### src/rtl/exc_seq_if.sv
// Exception sequencer bus: request/mask/PC inputs, EPC, vector-fetch and PC-load outputs.
// The slave modport is the sequencer's view; master is the core/memory side.
interface exc_seq_if #(
    parameter int NUM_SRC = 3,
    parameter int ADDR_W  = 32
);
    logic [NUM_SRC-1:0] exc_req;
    logic [NUM_SRC-1:0] exc_mask;
    logic [ADDR_W-1:0]  pc_in;
    logic [7:0]         mem_rdata;
    logic               busy;
    logic               epc_write;
    logic [ADDR_W-1:0]  epc_data;
    logic               mem_read;
    logic [ADDR_W-1:0]  mem_addr;
    logic               pc_load;
    logic [ADDR_W-1:0]  pc_value;
    logic [NUM_SRC-1:0] cause;
    logic               done;

    modport slave (
        input  exc_req, exc_mask, pc_in, mem_rdata,
        output busy, epc_write, epc_data, mem_read, mem_addr,
               pc_load, pc_value, cause, done
    );

    modport master (
        output exc_req, exc_mask, pc_in, mem_rdata,
        input  busy, epc_write, epc_data, mem_read, mem_addr,
               pc_load, pc_value, cause, done
    );
endinterface

### src/rtl/exc_seq.sv
// Exception entry sequencer: picks the highest-priority unmasked request, saves EPC,
// fetches the vector byte from memory and loads it into the PC.
module exc_seq #(
    parameter int NUM_SRC  = 3,
    parameter int ADDR_W   = 32,
    parameter int VEC_BASE = 253,
    parameter int MEM_WAIT = 2
) (
    input  logic       clk,
    input  logic       reset,
    exc_seq_if.slave   bus
);
    localparam int CNT_W = (MEM_WAIT > 0) ? $clog2(MEM_WAIT + 1) : 1;
    localparam logic [CNT_W-1:0] CNT_INIT = CNT_W'((MEM_WAIT > 0) ? MEM_WAIT - 1 : 0);

    typedef enum logic [2:0] {
        IDLE, CAPTURE, MEMREQ, WAIT, LOAD, DONE
    } state_t;

    state_t             state;
    logic [CNT_W-1:0]   cnt;
    logic [NUM_SRC-1:0] pending;
    logic [ADDR_W-1:0]  vec_addr;

    // Lowest set index wins, so scan downwards and let the last hit stick.
    function automatic logic [NUM_SRC-1:0] pick_lowest(input logic [NUM_SRC-1:0] v);
        logic [NUM_SRC-1:0] r;
        r = '0;
        for (int i = NUM_SRC - 1; i >= 0; i--) begin
            if (v[i]) begin
                r    = '0;
                r[i] = 1'b1;
            end
        end
        return r;
    endfunction

    assign pending = bus.exc_req & ~bus.exc_mask;

    always_comb begin
        vec_addr = ADDR_W'(VEC_BASE);
        for (int i = 0; i < NUM_SRC; i++) begin
            if (bus.cause[i]) vec_addr = ADDR_W'(VEC_BASE) + ADDR_W'(i);
        end
    end

    // Outputs are registered alongside the state, so each strobe is valid exactly
    // while the state register holds its matching state.
    always_ff @(posedge clk or negedge reset) begin
        if (!reset) begin
            state         <= IDLE;
            cnt           <= '0;
            bus.cause     <= '0;
            bus.busy      <= 1'b0;
            bus.epc_write <= 1'b0;
            bus.epc_data  <= '0;
            bus.mem_read  <= 1'b0;
            bus.mem_addr  <= '0;
            bus.pc_load   <= 1'b0;
            bus.pc_value  <= '0;
            bus.done      <= 1'b0;
        end else begin
            bus.busy      <= 1'b1;
            bus.epc_write <= 1'b0;
            bus.epc_data  <= '0;
            bus.mem_read  <= 1'b0;
            bus.mem_addr  <= '0;
            bus.pc_load   <= 1'b0;
            bus.pc_value  <= '0;
            bus.done      <= 1'b0;
            case (state)
                IDLE: begin
                    if (|pending) begin
                        state         <= CAPTURE;
                        bus.cause     <= pick_lowest(pending);
                        bus.epc_write <= 1'b1;
                        bus.epc_data  <= bus.pc_in - ADDR_W'(4);
                    end else begin
                        bus.busy <= 1'b0;
                    end
                end
                CAPTURE: begin
                    state        <= MEMREQ;
                    bus.mem_read <= 1'b1;
                    bus.mem_addr <= vec_addr;
                end
                MEMREQ: begin
                    if (MEM_WAIT > 0) begin
                        state        <= WAIT;
                        cnt          <= CNT_INIT;
                        bus.mem_read <= 1'b1;
                        bus.mem_addr <= vec_addr;
                    end else begin
                        state        <= LOAD;
                        bus.pc_load  <= 1'b1;
                        bus.pc_value <= ADDR_W'(bus.mem_rdata);
                    end
                end
                WAIT: begin
                    if (cnt == '0) begin
                        state        <= LOAD;
                        bus.pc_load  <= 1'b1;
                        bus.pc_value <= ADDR_W'(bus.mem_rdata);
                    end else begin
                        cnt          <= cnt - 1'b1;
                        bus.mem_read <= 1'b1;
                        bus.mem_addr <= vec_addr;
                    end
                end
                LOAD: begin
                    state    <= DONE;
                    bus.done <= 1'b1;
                end
                DONE: begin
                    state    <= IDLE;
                    bus.busy <= 1'b0;
                end
                default: begin
                    state    <= IDLE;
                    bus.busy <= 1'b0;
                end
            endcase
        end
    end
endmodule
### src/flat_wrapper.sv
// flat-port wrapper written by rule: the top's interface ports become plain ports
module exc_seq_flat 
#(
    parameter int NUM_SRC  = 3,
    parameter int ADDR_W   = 32,
    parameter int VEC_BASE = 253,
    parameter int MEM_WAIT = 2
)
  (clk, reset, bus_exc_req, bus_exc_mask, bus_pc_in, bus_mem_rdata, bus_busy, bus_epc_write, bus_epc_data, bus_mem_read, bus_mem_addr, bus_pc_load, bus_pc_value, bus_cause, bus_done);
  exc_seq_if #(.NUM_SRC(NUM_SRC), .ADDR_W(ADDR_W)) bus_i ();
  input  logic clk;
  input  logic reset;
  input wire logic [$bits(bus_i.exc_req)-1:0] bus_exc_req;
  input wire logic [$bits(bus_i.exc_mask)-1:0] bus_exc_mask;
  input wire logic [$bits(bus_i.pc_in)-1:0] bus_pc_in;
  input wire logic [$bits(bus_i.mem_rdata)-1:0] bus_mem_rdata;
  output wire logic [$bits(bus_i.busy)-1:0] bus_busy;
  output wire logic [$bits(bus_i.epc_write)-1:0] bus_epc_write;
  output wire logic [$bits(bus_i.epc_data)-1:0] bus_epc_data;
  output wire logic [$bits(bus_i.mem_read)-1:0] bus_mem_read;
  output wire logic [$bits(bus_i.mem_addr)-1:0] bus_mem_addr;
  output wire logic [$bits(bus_i.pc_load)-1:0] bus_pc_load;
  output wire logic [$bits(bus_i.pc_value)-1:0] bus_pc_value;
  output wire logic [$bits(bus_i.cause)-1:0] bus_cause;
  output wire logic [$bits(bus_i.done)-1:0] bus_done;
  assign bus_i.exc_req = bus_exc_req;
  assign bus_i.exc_mask = bus_exc_mask;
  assign bus_i.pc_in = bus_pc_in;
  assign bus_i.mem_rdata = bus_mem_rdata;
  assign bus_busy = bus_i.busy;
  assign bus_epc_write = bus_i.epc_write;
  assign bus_epc_data = bus_i.epc_data;
  assign bus_mem_read = bus_i.mem_read;
  assign bus_mem_addr = bus_i.mem_addr;
  assign bus_pc_load = bus_i.pc_load;
  assign bus_pc_value = bus_i.pc_value;
  assign bus_cause = bus_i.cause;
  assign bus_done = bus_i.done;
  exc_seq #(.NUM_SRC(NUM_SRC), .ADDR_W(ADDR_W), .VEC_BASE(VEC_BASE), .MEM_WAIT(MEM_WAIT)) u_core (.clk(clk), .reset(reset), .bus(bus_i));
endmodule
### config.mk
export PLATFORM = sky130hd
export DESIGN_NAME = exc_seq_flat
export DESIGN_NICKNAME = d
export VERILOG_FILES = /design/src/rtl/exc_seq_if.sv /design/src/rtl/exc_seq.sv /design/src/flat_wrapper.sv
export SDC_FILE = /design/constraint.sdc
export NUM_CORES = 1
export LEC_CHECK = 0
export BUFFER_PORTS_ARGS = -buffer_cell sky130_fd_sc_hd__buf_2
export CAP_MARGIN = 10
export CELL_PAD_IN_SITES_DETAIL_PLACEMENT = 0
export CELL_PAD_IN_SITES_GLOBAL_PLACEMENT = 1
export CORE_ASPECT_RATIO = 0.9
export CORE_MARGIN = 2
export CORE_UTILIZATION = 30
export DETAILED_ROUTE_END_ITERATION = 12
export GPL_TIMING_DRIVEN = 0
export PLACE_DENSITY_LB_ADDON = 0.1
export SYNTH_ARGS = -nofsm -noshare
export SYNTH_HDL_FRONTEND = slang
export SYNTH_SLANG_ARGS = --single-unit
### constraint.sdc
create_clock -name clk -period 2.2 [get_ports clk]
set_input_delay 0.22 -clock clk [delete_from_list [all_inputs] [get_ports clk]]
set_output_delay 0.22 -clock clk [all_outputs]
set_load 0.05 [all_outputs]
==> reports/results.ini, run 1 <==
[yosys]
yosysUniqueCellTypes=37
netlist_top_cells_count=dfrtp_1 (55), buf_4 (54), nor2_1 (33), xnor2_1 (15), nand2_1 (13)
synth_warnings=0
ys_seq_elements=55
yosysMostFrequentCell=dfrtp_1
synth_top_area_share_pct=49.11
synth-main-ff-cell=dfrtp_1
async_flop_share_pct=100.0
synthCells=278
yosysSeqAreaShare_pct=49.11
synth_top_area_cell=dfrtp_1
synth_edf_count=0
syn_avg_cell_area_um2=10.08
synth_area_leaders=dfrtp_1 (49%), buf_4 (14%), xnor2_1 (4.7%)
syn_area_um2=2803

[critical_path]
cp.arrival_ns=2.22
critical_path_depth=5
r2r-start=u_core.state[2]$_DFFE_PN0P_
critical-path-slowest-cell=or4_1
r2r-end=u_core.bus.epc_data[30]$_DFF_PN0_
path_common_cell=nand2_1
reg2reg_setup_slack_ns=0.24
critPathMaxFanout=9
path_cells=clkbuf_1 > nor3_1 > nand2_1 > or4_1 > nand2_1
cp_top_family=simple AND/OR/NAND/NOR gates
cp-start-kind=register
cp_num_buf_inv=1
crit_required_ns=2.46
cpPeakStageDelay_ns=0.55
reg2reg_depth=5
worst_setup_path_end_kind=register
crit_type=register to register

[grt]
grt_use_total_pct=12.28
grt_max_degree=32
grt_pass1_vias=2064
grt_overflow_total=0
antenna_found_initial=0
grt_pass1_wl_mm=9.839

[placed_design]
hpwl_mm=4.974
placed_cell_area_um2=3667
place_congestion=0.6806
placement.io_buffers=103

[clock_network]
cts_sinks=55
tritoncts=yes
cts_setup_buffers=0
cts_htree_levels=2
cts_buffers=5
clockBufferDepth=2
cts_hold_buf=1
cts_resized=0
worstSkewPairLatency_ns=0.31
cts_root_buffer=clkbuf_8
clk_pin_slew_ns=0.11

[route]
viasPerCell=3.930
ant_nets=0
avgRoutedWirePerCell_um=11.08
drc=0
drt_iter0_drc=35
first_pass_iters=4
vias=2201
wl_mm=6.204

[power_and_ir_drop]
power_switching_w=0.001921
combPwrFrac_pct=50.0
ir_drop_v=0.0007048
power_leakage_nw=2.047
intPower_w=0.001957
powerDensity_nw_per_um2=1027
pwr-share-clk_pct=15.6
power_frac_seq_pct=34.4
sw_frac_of_total_pct=49.54

[worst_hold_path]
holdCritStartpoint=bus_mem_rdata[7]
worstHoldPathCells=2
hp-class=input port to register
hold_end=u_core.bus.pc_value[7]$_DFF_PN0_

[floorplanning]
fp-row-count=33
die-height_um=95.70
initial_core_util_pct=30.85
io_pins=152
die_w_um=105.9
die-area_um2=10130
coreArea_um2=9084

[timing]
period_share_pct=88.97
setup_viol=0
relSlewSlack_pct=61.69
fmax_ghz=0.5109
setup_tns_ns=0
skew_ns=0.01266
hold_viol=0
maxSlewViolCount=0
hold_ws_ns=0.1011
rsz0062_at_grt=false
worst_pin_slew_ns=0.5747
min_period_ns=1.957

[status]
status=complete, no violations

[cells_and_area]
syn_to_final_growth_pct=34.69
n_fill_cell=967
seqCellArea_um2=1376
multi_input_area_um2=1147
drive_above_1_share_pct=39.73
final_nets=487
antennaDiodeCount=0
fin_area_um2=3775

[job]
maxCapViolCount=0

==> flip-flops by register name (all words and copies together), names as in the netlist <==
signal / flops
u_core.bus.busy: 1
u_core.bus.cause: 3
u_core.bus.done: 1
u_core.bus.epc_data: 32
u_core.bus.epc_write: 1
u_core.bus.mem_addr: 3
u_core.bus.pc_load: 1
u_core.bus.pc_value: 8
u_core.cnt: 2
u_core.state: 3
==> power by group through the flow <==
stage / Sequential, W / Clock (W) / Combinational (W)
5_1_grt: 0.00137 / 0.000666 / 0.00206
2_1_floorplan: 0.00202 / 0 / 0.000857
3_5_place_dp: 0.00136 / 0 / 0.00196
6_report: 0.00133 / 0.000605 / 0.00194
3_3_place_gp: 0.00135 / 0 / 0.00194
4_1_cts: 0.00134 / 0.000626 / 0.00196
==> per-layer routing <==
metal	wire length (um)	GRT usage, %	up-vias
met4	60	3.838	0
met5	0	0	-
met3	594	4.604	6
met2	3038	20.81	76
met1	2510	14.66	990
li1	-	-	1129
==> kinds of logic after synthesis <==
logic type	after synthesis	synth area share (%)
AND/OR/NAND/NOR	112	22.63
buffers and inverters	67	16.25
flip-flops	55	49.11
XOR/XNOR	23	7.188
AO/OA/AOI/OAI	17	3.438
adder cells (fa/ha/maj)	2	0.8927
other	1	0.1338
multiplexers	1	0.3572
==> worst reg2reg max path: cells and delay by family (launching register included) <==
family,cells,cell delay [ns]
simple gates,4,1.33
flops,1,0.38
buf+inv,1,0.19
==> worst max path at each step <==
| stage | start | end | slack, ns |
|---|---|---|---|
| finish | u_core.state[2]$_DFFE_PN0P_ | u_core.bus.epc_data[30]$_DFF_PN0_ | 0.24 |
| global route | u_core.state[2]$_DFFE_PN0P_ | u_core.bus.cause[0]$_DFFE_PN0P_ | 0.09 |
| CTS | u_core.state[2]$_DFFE_PN0P_ | u_core.bus.epc_data[30]$_DFF_PN0_ | 0.20 |
| detailed placement | bus_pc_in[2] | u_core.bus.epc_data[26]$_DFF_PN0_ | 0.02 |
| global placement | bus_pc_in[2] | u_core.bus.epc_data[26]$_DFF_PN0_ | 0.09 |
| floorplan | bus_pc_in[2] | u_core.bus.epc_data[26]$_DFF_PN0_ | 0.51 |
==> per-stage QoR <==
stage / total power, W / worst slack, ns / util [%] / std cells
2_1_floorplan: 0.002873 / 0.5140 / - / 325
3_3_place_gp: 0.003292 / 0.08792 / 40.15 / 550
3_5_place_dp: 0.003314 / 0.02468 / 40.37 / 551
4_1_cts: 0.003926 / 0.1981 / 41.56 / 560
5_1_grt: 0.004098 / 0.08921 / 41.56 / 560
6_report: 0.003878 / 0.2428 / 41.56 / 560
==> final cells by class <==
type,instances,area share (%)
Multi-Input combinational cell,203,30.39
Clock inverter,3,0.7623
Tap cell,122,4.044
Sequential cell,55,36.46
Timing Repair Buffer,105,14.45
Inverter,6,0.5966
Clock buffer,5,1.823
Buffer,61,11.47
==> cells in the final DEF, fill, tap and decap left out, types with 3 or more instances in the layout <==
cell      synthesis  routed
o21ai_0           7       7
nand2b_1          4       4
and2_1           10      10
or3_1             8       8
dfrtp_1          55      55
nor4_1            7       7
nand2_1          13      13
and3_1            4       4
xnor2_1          15      15
conb_1            1      48
buf_4            54      54
nor2_1           33      33
nor3_1           11      11
nand3_1           3       3
buf_2             1     104
clkbuf_1          6       6
clkbuf_8          0       5
nand3b_1          4       4
inv_1             6       6
xor2_1            8       8
a21oi_1           6       6
Power figures use the tool's default switching activity.
==> run 2: changes to the inputs <==
--- a/config.mk
+++ b/config.mk
@@ -10,9 +10,9 @@
 export CELL_PAD_IN_SITES_DETAIL_PLACEMENT = 0
 export CELL_PAD_IN_SITES_GLOBAL_PLACEMENT = 1
 export CORE_ASPECT_RATIO = 0.9
-export CORE_MARGIN = 2
 export CORE_UTILIZATION = 30
 export DETAILED_ROUTE_END_ITERATION = 12
+export GPL_ROUTABILITY_DRIVEN = 0
 export GPL_TIMING_DRIVEN = 0
 export PLACE_DENSITY_LB_ADDON = 0.1
 export SYNTH_ARGS = -nofsm -noshare
==> reports/results.ini, run 2 (same netlist as run 1, synthesis figures left out) <==
[floorplanning]
die-height_um=93.70  ; was 95.70 um
io_pins=152  ; unchanged
coreArea_um2=9084  ; unchanged
fp-row-count=33  ; unchanged
die_w_um=103.9  ; was 105.9 um
die-area_um2=9734  ; was 10,130 um2
initial_core_util_pct=30.85  ; unchanged

[power_and_ir_drop]
power_frac_seq_pct=33.7  ; was 34.4%
powerDensity_nw_per_um2=1044  ; was 1027 nW/um2
power_switching_w=0.001897  ; was 0.001921 W
power_leakage_nw=2.055  ; was 2.047 nW
intPower_w=0.002065  ; was 0.001957 W
sw_frac_of_total_pct=47.89  ; was 49.54%
combPwrFrac_pct=48.8  ; was 50.0%
pwr-share-clk_pct=17.5  ; was 15.6%
ir_drop_v=0.0007922  ; was 0.0007048 V

[cells_and_area]
drive_above_1_share_pct=39.73  ; unchanged
largest_register_ff_count=32  ; unchanged
final_common_cell=buf_2  ; unchanged
syn_to_final_growth_pct=35.36  ; was 34.69%
top_regs=u_core.bus.epc_data (32), u_core.bus.pc_value (8)  ; unchanged
layout_common_cells=buf_2 (104), dfrtp_1 (55), buf_4 (54)  ; unchanged
largest_register=u_core.bus.epc_data  ; unchanged
antennaDiodeCount=0  ; unchanged
final_nets=487  ; unchanged
n_fill_cell=961  ; was 967

[grt]
grt_pass1_wl_mm=9.570  ; was 9.839 mm
antenna_found_initial=0  ; unchanged
grt_max_degree=38  ; was 32
grt_overflow_total=0  ; unchanged
grt_pass1_vias=1991  ; was 2,064
grt_use_total_pct=12.56  ; was 12.28%

[critical_path]
critPathMaxFanout=9  ; unchanged
crit_type=register to register  ; unchanged
cp-start-kind=register  ; unchanged
worst_setup_path_end_kind=register  ; unchanged
crit_required_ns=2.45  ; was 2.46 ns
reg2reg_setup_slack_ns=0.15  ; was 0.24 ns
cp.arrival_ns=2.30  ; was 2.22 ns

[route]
wl_mm=6.085  ; was 6.204 mm
viasPerCell=3.895  ; was 3.930
drc=0  ; unchanged
drt_iter0_drc=24  ; was 35
first_pass_iters=6  ; was 4
avgRoutedWirePerCell_um=10.87  ; was 11.08 um
ant_nets=0  ; unchanged
vias=2181  ; was 2,201

[placed_design]
post-place-ws_ns=0.08691  ; was 0.02468 ns
hpwl_mm=4.736  ; was 4.974 mm
placement.io_buffers=103  ; unchanged

[clock_network]
tritoncts=yes  ; unchanged
cts_buffers=5  ; unchanged
cts_sinks=55  ; unchanged
clk_pin_slew_ns=0.10  ; was 0.11 ns
cts_htree_levels=2  ; unchanged
cts_root_buffer=clkbuf_8  ; unchanged
worstSkewPairLatency_ns=0.31  ; about the same
clockBufferDepth=2  ; unchanged

[timing]
maxSlewViolCount=0  ; unchanged
hold_ws_ns=0.1013  ; was 0.1011 ns
setup_viol=0  ; unchanged
setup_slack_ns=0.1512  ; was 0.2428 ns
relSlewSlack_pct=65.22  ; was 61.69%
min_period_ns=2.049  ; was 1.957 ns
skew_ns=0.006128  ; was 0.01266 ns
period_share_pct=93.13  ; was 88.97%
setup_tns_ns=0  ; unchanged
worst_pin_slew_ns=0.5177  ; was 0.5747 ns
fmax_ghz=0.4881  ; was 0.5109 GHz
hold_viol=0  ; unchanged
rsz0062_at_grt=false  ; unchanged

[worst_hold_path]
hp-class=input port to register  ; unchanged

[status]
status=complete, no violations  ; unchanged

[job]
maxCapViolCount=0  ; unchanged

==> run 2: cell types whose count changed in the layout (fill, tap and decap cells not counted), sizes merged <==
cell and change:
bufinv +1, clkinv -1
==> run 2: final timing paths <==
check | start | end | cells past startpoint
min | bus_pc_in[2] | u_core.bus.epc_data[2]$_DFF_PN0_ | 2
max reg2reg | u_core.state[2]$_DFFE_PN0P_ | u_core.bus.epc_data[30]$_DFF_PN0_ | 5
max in group asynchronous | reset | u_core.state[1]$_DFFE_PN0P_ | 3
min in group asynchronous | reset | u_core.bus.epc_data[11]$_DFF_PN0_ | 2
max | u_core.state[2]$_DFFE_PN0P_ | u_core.bus.epc_data[30]$_DFF_PN0_ | 5
min reg2reg | u_core.bus.cause[0]$_DFFE_PN0P_ | u_core.bus.cause[0]$_DFFE_PN0P_ | 2
==> run 2: layout make-up <==
class | instances | area (um2) | area share (%)
inverter | 6 | 22.52 | 0.5937
sequential | 55 | 1376 | 36.28
tap | 122 | 152.6 | 4.024
buffer | 61 | 432.9 | 11.41
clock inverter | 3 | 47.55 | 1.253
clock buffer | 5 | 68.82 | 1.814
timing repair buffer | 105 | 545.5 | 14.38
multi-input combinational | 203 | 1147 | 30.24
==> run 2: per-stage QoR <==
stage / std cells / total power (W) / utilization, % / instance area [um2]
after floorplan: 325 / 0.002873 / - / 2979
after global placement: 550 / 0.003291 / 40.15 / 3647
after detailed placement: 551 / 0.003305 / 40.37 / 3667
after CTS: 560 / 0.004023 / 41.76 / 3794
after global routing: 560 / 0.004182 / 41.76 / 3794
final: 560 / 0.003962 / 41.76 / 3794
==> run 2: metal layers <==
metal	vias up	GRT usage (%)	routed length [um]
li1	1130	-	-
met1	967	14.99	2644
met2	76	21.28	2849
met3	8	4.438	530
met4	0	3.929	59
met5	-	0	0
==> run 2: power by group through the flow <==
stage                     Sequential, W  Combinational, W  Clock [W]
after floorplan                 0.00202          0.000857          0
after global placement          0.00135           0.00194          0
after detailed placement        0.00136           0.00195          0
final                           0.00134           0.00193   0.000693
after CTS                       0.00134           0.00195   0.000733
after global routing            0.00137           0.00205   0.000767
==> run 2: what timing repair did <==
item / CTS / global route
hold buffers: 1 / 0
gates resized for setup: 0 / 0
buffers inserted: 0 / 0
endpoints found under the setup margin: 0 / 0
endpoints found under the hold margin: 18 / 0
==> run 2: worst max-delay path: stages (launching register included) <==
cell	delay, ns
dfrtp_1	0.38
clkbuf_1	0.19
nor3_1	0.44
nand2_1	0.33
or4_1	0.56
nand2_1	0.08
